**src/rtl/serial_word_tx.sv**
```systemverilog
`default_nettype none
// ============================================================================
// Module      : serial_word_tx
// Description : Parallel-to-serial word transmitter. A WIDTH-bit word is
//               captured through a valid/ready load handshake and shifted out
//               one bit per accepted cycle on a valid/ready serial link, with
//               first-bit (sof) and last-bit (eof) framing strobes.
//
// Ports       : clk           rising-edge clock
//               rst_n         asynchronous reset, active low
//               din_i         parallel word to send
//               load_valid_i  din_i is valid
//               load_ready_o  block can accept din_i this cycle
//               sout_o        serial data bit
//               sout_valid_o  sout_o carries a live bit
//               sout_ready_i  receiver consumes the current bit this cycle
//               sof_o         sout_o is the first transmitted bit of a word
//               eof_o         sout_o is the last transmitted bit of a word
//
// Revision    : 1.0 - initial release
// ============================================================================
module serial_word_tx #(
    parameter int WIDTH     = 8,     // word length, 2..32
    parameter bit MSB_FIRST = 1'b0   // 0: LSB first, 1: MSB first
) (
    input  logic             clk,
    input  logic             rst_n,
    input  logic [WIDTH-1:0] din_i,
    input  logic             load_valid_i,
    output logic             load_ready_o,
    output logic             sout_o,
    output logic             sout_valid_o,
    input  logic             sout_ready_i,
    output logic             sof_o,
    output logic             eof_o
);

    localparam int              c_CW    = $clog2(WIDTH);
    localparam logic [c_CW-1:0] c_LAST  = c_CW'(WIDTH - 1);

    localparam logic [0:0]      c_IDLE  = 1'b0;
    localparam logic [0:0]      c_SHIFT = 1'b1;

    logic [0:0]       state_q, state_d;
    logic [WIDTH-1:0] shreg_q, shreg_d;
    logic [c_CW-1:0]  cnt_q,   cnt_d;

    logic             w_shift;
    logic             w_eof;
    logic             w_consume;
    logic             w_load_ready;
    logic             w_accept;
    logic             w_head;
    logic [WIDTH-1:0] w_shifted;

    assign w_shift      = (state_q == c_SHIFT);
    assign w_eof        = w_shift & (cnt_q == c_LAST);
    assign w_consume    = w_shift & sout_ready_i;
    // Ready again while the last bit is being consumed, so a following word
    // can be loaded with no idle gap on the serial link.
    assign w_load_ready = ~w_shift | (w_eof & sout_ready_i);
    assign w_accept     = load_valid_i & w_load_ready;

    // The bit on the wire is always the head of the shift register; each
    // consumed bit shifts the next one into the head position.
    generate
        if (MSB_FIRST) begin : g_msb_first
            assign w_head    = shreg_q[WIDTH-1];
            assign w_shifted = {shreg_q[WIDTH-2:0], 1'b0};
        end else begin : g_lsb_first
            assign w_head    = shreg_q[0];
            assign w_shifted = {1'b0, shreg_q[WIDTH-1:1]};
        end
    endgenerate

    always_comb begin
        state_d = state_q;
        shreg_d = shreg_q;
        cnt_d   = cnt_q;
        if (w_accept) begin
            // Covers both a load from IDLE and a chained load on the last bit.
            state_d = c_SHIFT;
            shreg_d = din_i;
            cnt_d   = '0;
        end else if (w_consume) begin
            shreg_d = w_shifted;
            if (w_eof) begin
                state_d = c_IDLE;
                cnt_d   = '0;
            end else begin
                cnt_d   = cnt_q + c_CW'(1);
            end
        end
    end

    always_ff @(posedge clk or negedge rst_n) begin
        if (!rst_n) begin
            state_q <= c_IDLE;
            shreg_q <= '0;
            cnt_q   <= '0;
        end else begin
            state_q <= state_d;
            shreg_q <= shreg_d;
            cnt_q   <= cnt_d;
        end
    end

    // All serial outputs decode registered state only and are gated by SHIFT,
    // so they drop immediately on reset and are quiet in IDLE.
    assign load_ready_o = w_load_ready;
    assign sout_valid_o = w_shift;
    assign sout_o       = w_shift & w_head;
    assign sof_o        = w_shift & (cnt_q == '0);
    assign eof_o        = w_eof;

endmodule
`default_nettype wire
```
**config.mk**
```make
export PLATFORM = sky130hd
export DESIGN_NAME = serial_word_tx
export DESIGN_NICKNAME = d
export VERILOG_FILES = /design/src/rtl/serial_word_tx.sv
export SDC_FILE = /design/constraint.sdc
export NUM_CORES = 1
export LEC_CHECK = 0
export CAP_MARGIN = 40
export CELL_PAD_IN_SITES_DETAIL_PLACEMENT = 1
export CELL_PAD_IN_SITES_GLOBAL_PLACEMENT = 2
export CORE_UTILIZATION = 31
export CTS_CLUSTER_DIAMETER = 100
export DETAILED_ROUTE_END_ITERATION = 8
export PLACE_DENSITY_LB_ADDON = 0.1
export SETUP_SLACK_MARGIN = 0.15
export SLEW_MARGIN = 20
export SYNTH_ARGS = -nofsm -noshare
export SYNTH_HDL_FRONTEND = slang
export SYNTH_SLANG_ARGS = --single-unit
```
**constraint.sdc**
```tcl
create_clock -name clk -period 1.88 [get_ports clk]
set_clock_uncertainty 0.05 [all_clocks]
set_input_delay 0.47 -clock clk [delete_from_list [all_inputs] [get_ports clk]]
set_output_delay 0.47 -clock clk [all_outputs]
set_load 0.1 [all_outputs]
```
==> results.md <==
* Final Non-Filler Cells at 144
* Fmax at 0.5179 GHz
* Ant. Diodes at 0
* WHS at 0.4401 ns
* Final slew viol count at 0
* Count leader, synth: dfrtp_1
* Syn Nets at 96
* Tmin final at 1.931 ns
* Die Ht at 53.54 um
* Port Buf Inserts at 16
* Overall power at 1.746 mW
* CTS tree: yes
* Maximum vdd drop at 1.073 mV
* Via count at 762
* Final ANT Viol Nets at 0
* Row cnt at 18
* Chip width at 53.54 um
* Finished Cell Area at 1290 um^2
* Final Hold Fails at 0
* P_sw at 0.7607 mW
* Yosys top cell area share at 36.47%
* Post-Synthesis Cell Area at 823.3 um^2
* GPL Wtd Cong at 0.7431
* Gr usage total at 19.57%
* Post-synthesis register bit count at 12
* CTS Sinks at 12
* Internal power at 0.9852 mW
* Placed cells at 132
* Type of origin of the critical path: register
* Dpl hpwl at 1.544 mm
* Final worst setup slack at -0.05101 ns
* First-pass GRT wire length at 3.850 mm
* Combinational power share at 63.2%
* Most area-consuming cells after synthesis: dfrtp_1 36%, mux2_4 11%, mux2i_1 9.7%
* DR iter-0 viols at 6
* Slew HR at 84.46%
* Seq pwr share at 26.3%
* Area post-placement at 1154 um^2
* Post-synth top flop: dfrtp_1
* Mean Syn Cell Area at 10.16 um^2
* Register area share after synthesis at 36.47%
* RSZ-0062 raised after global routing: true
* Reg-to-Reg Start: cnt_q[1]
* Failing checks: setup timing
* Fin util at 51.60%
* Io pins at 17
* Yosys Warn Count at 0
* Pin count of the biggest net entering global routing at 13
* WL/cell at 17.04 um
* Power density over the cells at 1353 nW/um^2
* Crit-path max FO at 3
* 1st-pass router iterations at 2
* Largest buffer count on any clock path at 2
* Clock share of power at 10.5%
* Via/cell ratio at 5.292
* Cts-stage hold buffer count at 0
* Final WL at 2.454 mm
* Root Buffer Master: clkbuf_4
* Register clock-pin slew on the reported worst setup and hold paths at 0.09 ns
* Layout cells sized above 1 at 39.47%
* Data required, critical path at 1.36 ns
* Die area at 2866 um^2
* Setup CP Type: register to primary output
* Synth cell types at 23
* P_leak at 0.6059 nW
* Skew-Pair Late Insertion Delay at 0.28 ns
* GR Overflow Total at 0
* Setup violators final at 3
* Cells after Synth at 81
* Post-synth ARST share at 100.0%
* CTS H-Tree Depth at 1
* # nets final at 130
* Max cap viols at 0
* Worst Tran Pin Value at 0.2323 ns
* Fin crit share at 102.7%
* Filler cells at 283
* CP Data Arrival Time at 1.41 ns
* Sw Ratio at 43.57%
* Crit. Startpoint: cnt_q[1]
* Initial antenna violation count at 0
* Vias in the first global route at 779
* Hold Path Class: input pin to async pin
* Commonest cells in the netlist: 12 x dfrtp_1, 9 x nand2b_1, 8 x a21oi_1, 8 x mux2i_1, 8 x o22ai_1
* Status: finished, violations left
* TritonCTS buffer count at 3
* Critical path capture point type: primary output
* Initial Utilization at 32.93%
* EDFF count, synth at 0
* DRC viols at 0
* Area Overhead vs Synth at 56.69%
* Core area at 2500 um^2
* Leading area contributor after synthesis: dfrtp_1
## cell families (layout without fill, tap and decap cells)
logic type,Yosys count,in the layout,share of synthesized area [%]
mux,15,15,22.04
compound gates,21,21,15.96
flops,12,12,36.47
fa+ha+maj,3,3,4.560
buf+inv,10,43,6.383
simple gates,20,20,14.59
## final timing paths
kind | to | slack [ns] | cells past startpoint
worst max-delay path | eof_o | -0.05 | 4
worst max register to register | shreg_q[1] | 0.25 | 7
worst min register to register | shreg_q[3] | 0.55 | 2
min in group clk | shreg_q[3] | 0.55 | 2
max in group asynchronous | sout_valid_o | 1.16 | 2
worst min-delay path | shreg_q[2] | 0.44 | 2
## registers in the layout, indices dropped and copies added (netlist names)
name,cells
cnt_q,3
sout_valid_o,1
shreg_q,8
## layer usage
metal	global-route usage, %	vias up	share of wire [%]	routed length, um
li1	-	361	-	-
met1	24.61	385	44	1076
met2	32.92	12	52	1277
met3	2.542	4	2.7	66
met4	9.211	0	1.4	34
met5	0	-	0	0
## critical path, stage by stage (launching register included)
cell     delay [ns]
dfrtp_1        0.45
ha_4           0.20
ha_4           0.16
and2_4         0.16
buf_12         0.16
## layout make-up
type                    instances  area [um^2]  area share, %
multi-input cells              59        523.0          40.54
repair buffers                 34        377.9          29.29
flip-flops and latches         12        304.0          23.57
well taps                      30        37.54          2.910
clock buffers                   4        26.28          2.037
inverters                       5        21.27          1.649
## what timing repair did
item,4_1_cts,5_1_grt
setup buffers,7,1
resized for setup,4,8
endpoints found under the setup margin,4,3
pin swaps,2,1
## stage by stage
step | worst slack, ns | setup TNS (ns)
6_report | -0.05101 | -0.1362
5_1_grt | -0.08346 | -0.2385
4_1_cts | -0.02017 | -0.04434
3_5_place_dp | 0.01075 | 0
3_3_place_gp | 0.04549 | 0
2_1_floorplan | 0.05681 | 0
## power groups by stage
| stage | Clock (mW) | Sequential [mW] | Combinational [mW] |
|---|---|---|---|
| floorplan | 0 | 0.437 | 0.647 |
| global placement | 0 | 0.450 | 0.926 |
| detailed placement | 0 | 0.461 | 0.935 |
| CTS | 0.193 | 0.438 | 1.04 |
| global route | 0.205 | 0.470 | 1.18 |
| finish | 0.183 | 0.459 | 1.10 |
## placed cells by master (no fill, tap or decap), types with 2 or more instances in the layout
master	count
mux2_4	6
clkdlybuf4s50_1	11
mux2i_1	8
and2_4	2
nand2_2	2
buf_12	7
o22ai_1	8
dfrtp_1	11
nand2b_1	9
inv_1	3
buf_4	14
buf_6	2
ha_4	3
a22o_1	2
clkbuf_4	3
a21oi_1	8
nor2b_1	2
(Power assumes the default switching activity.)
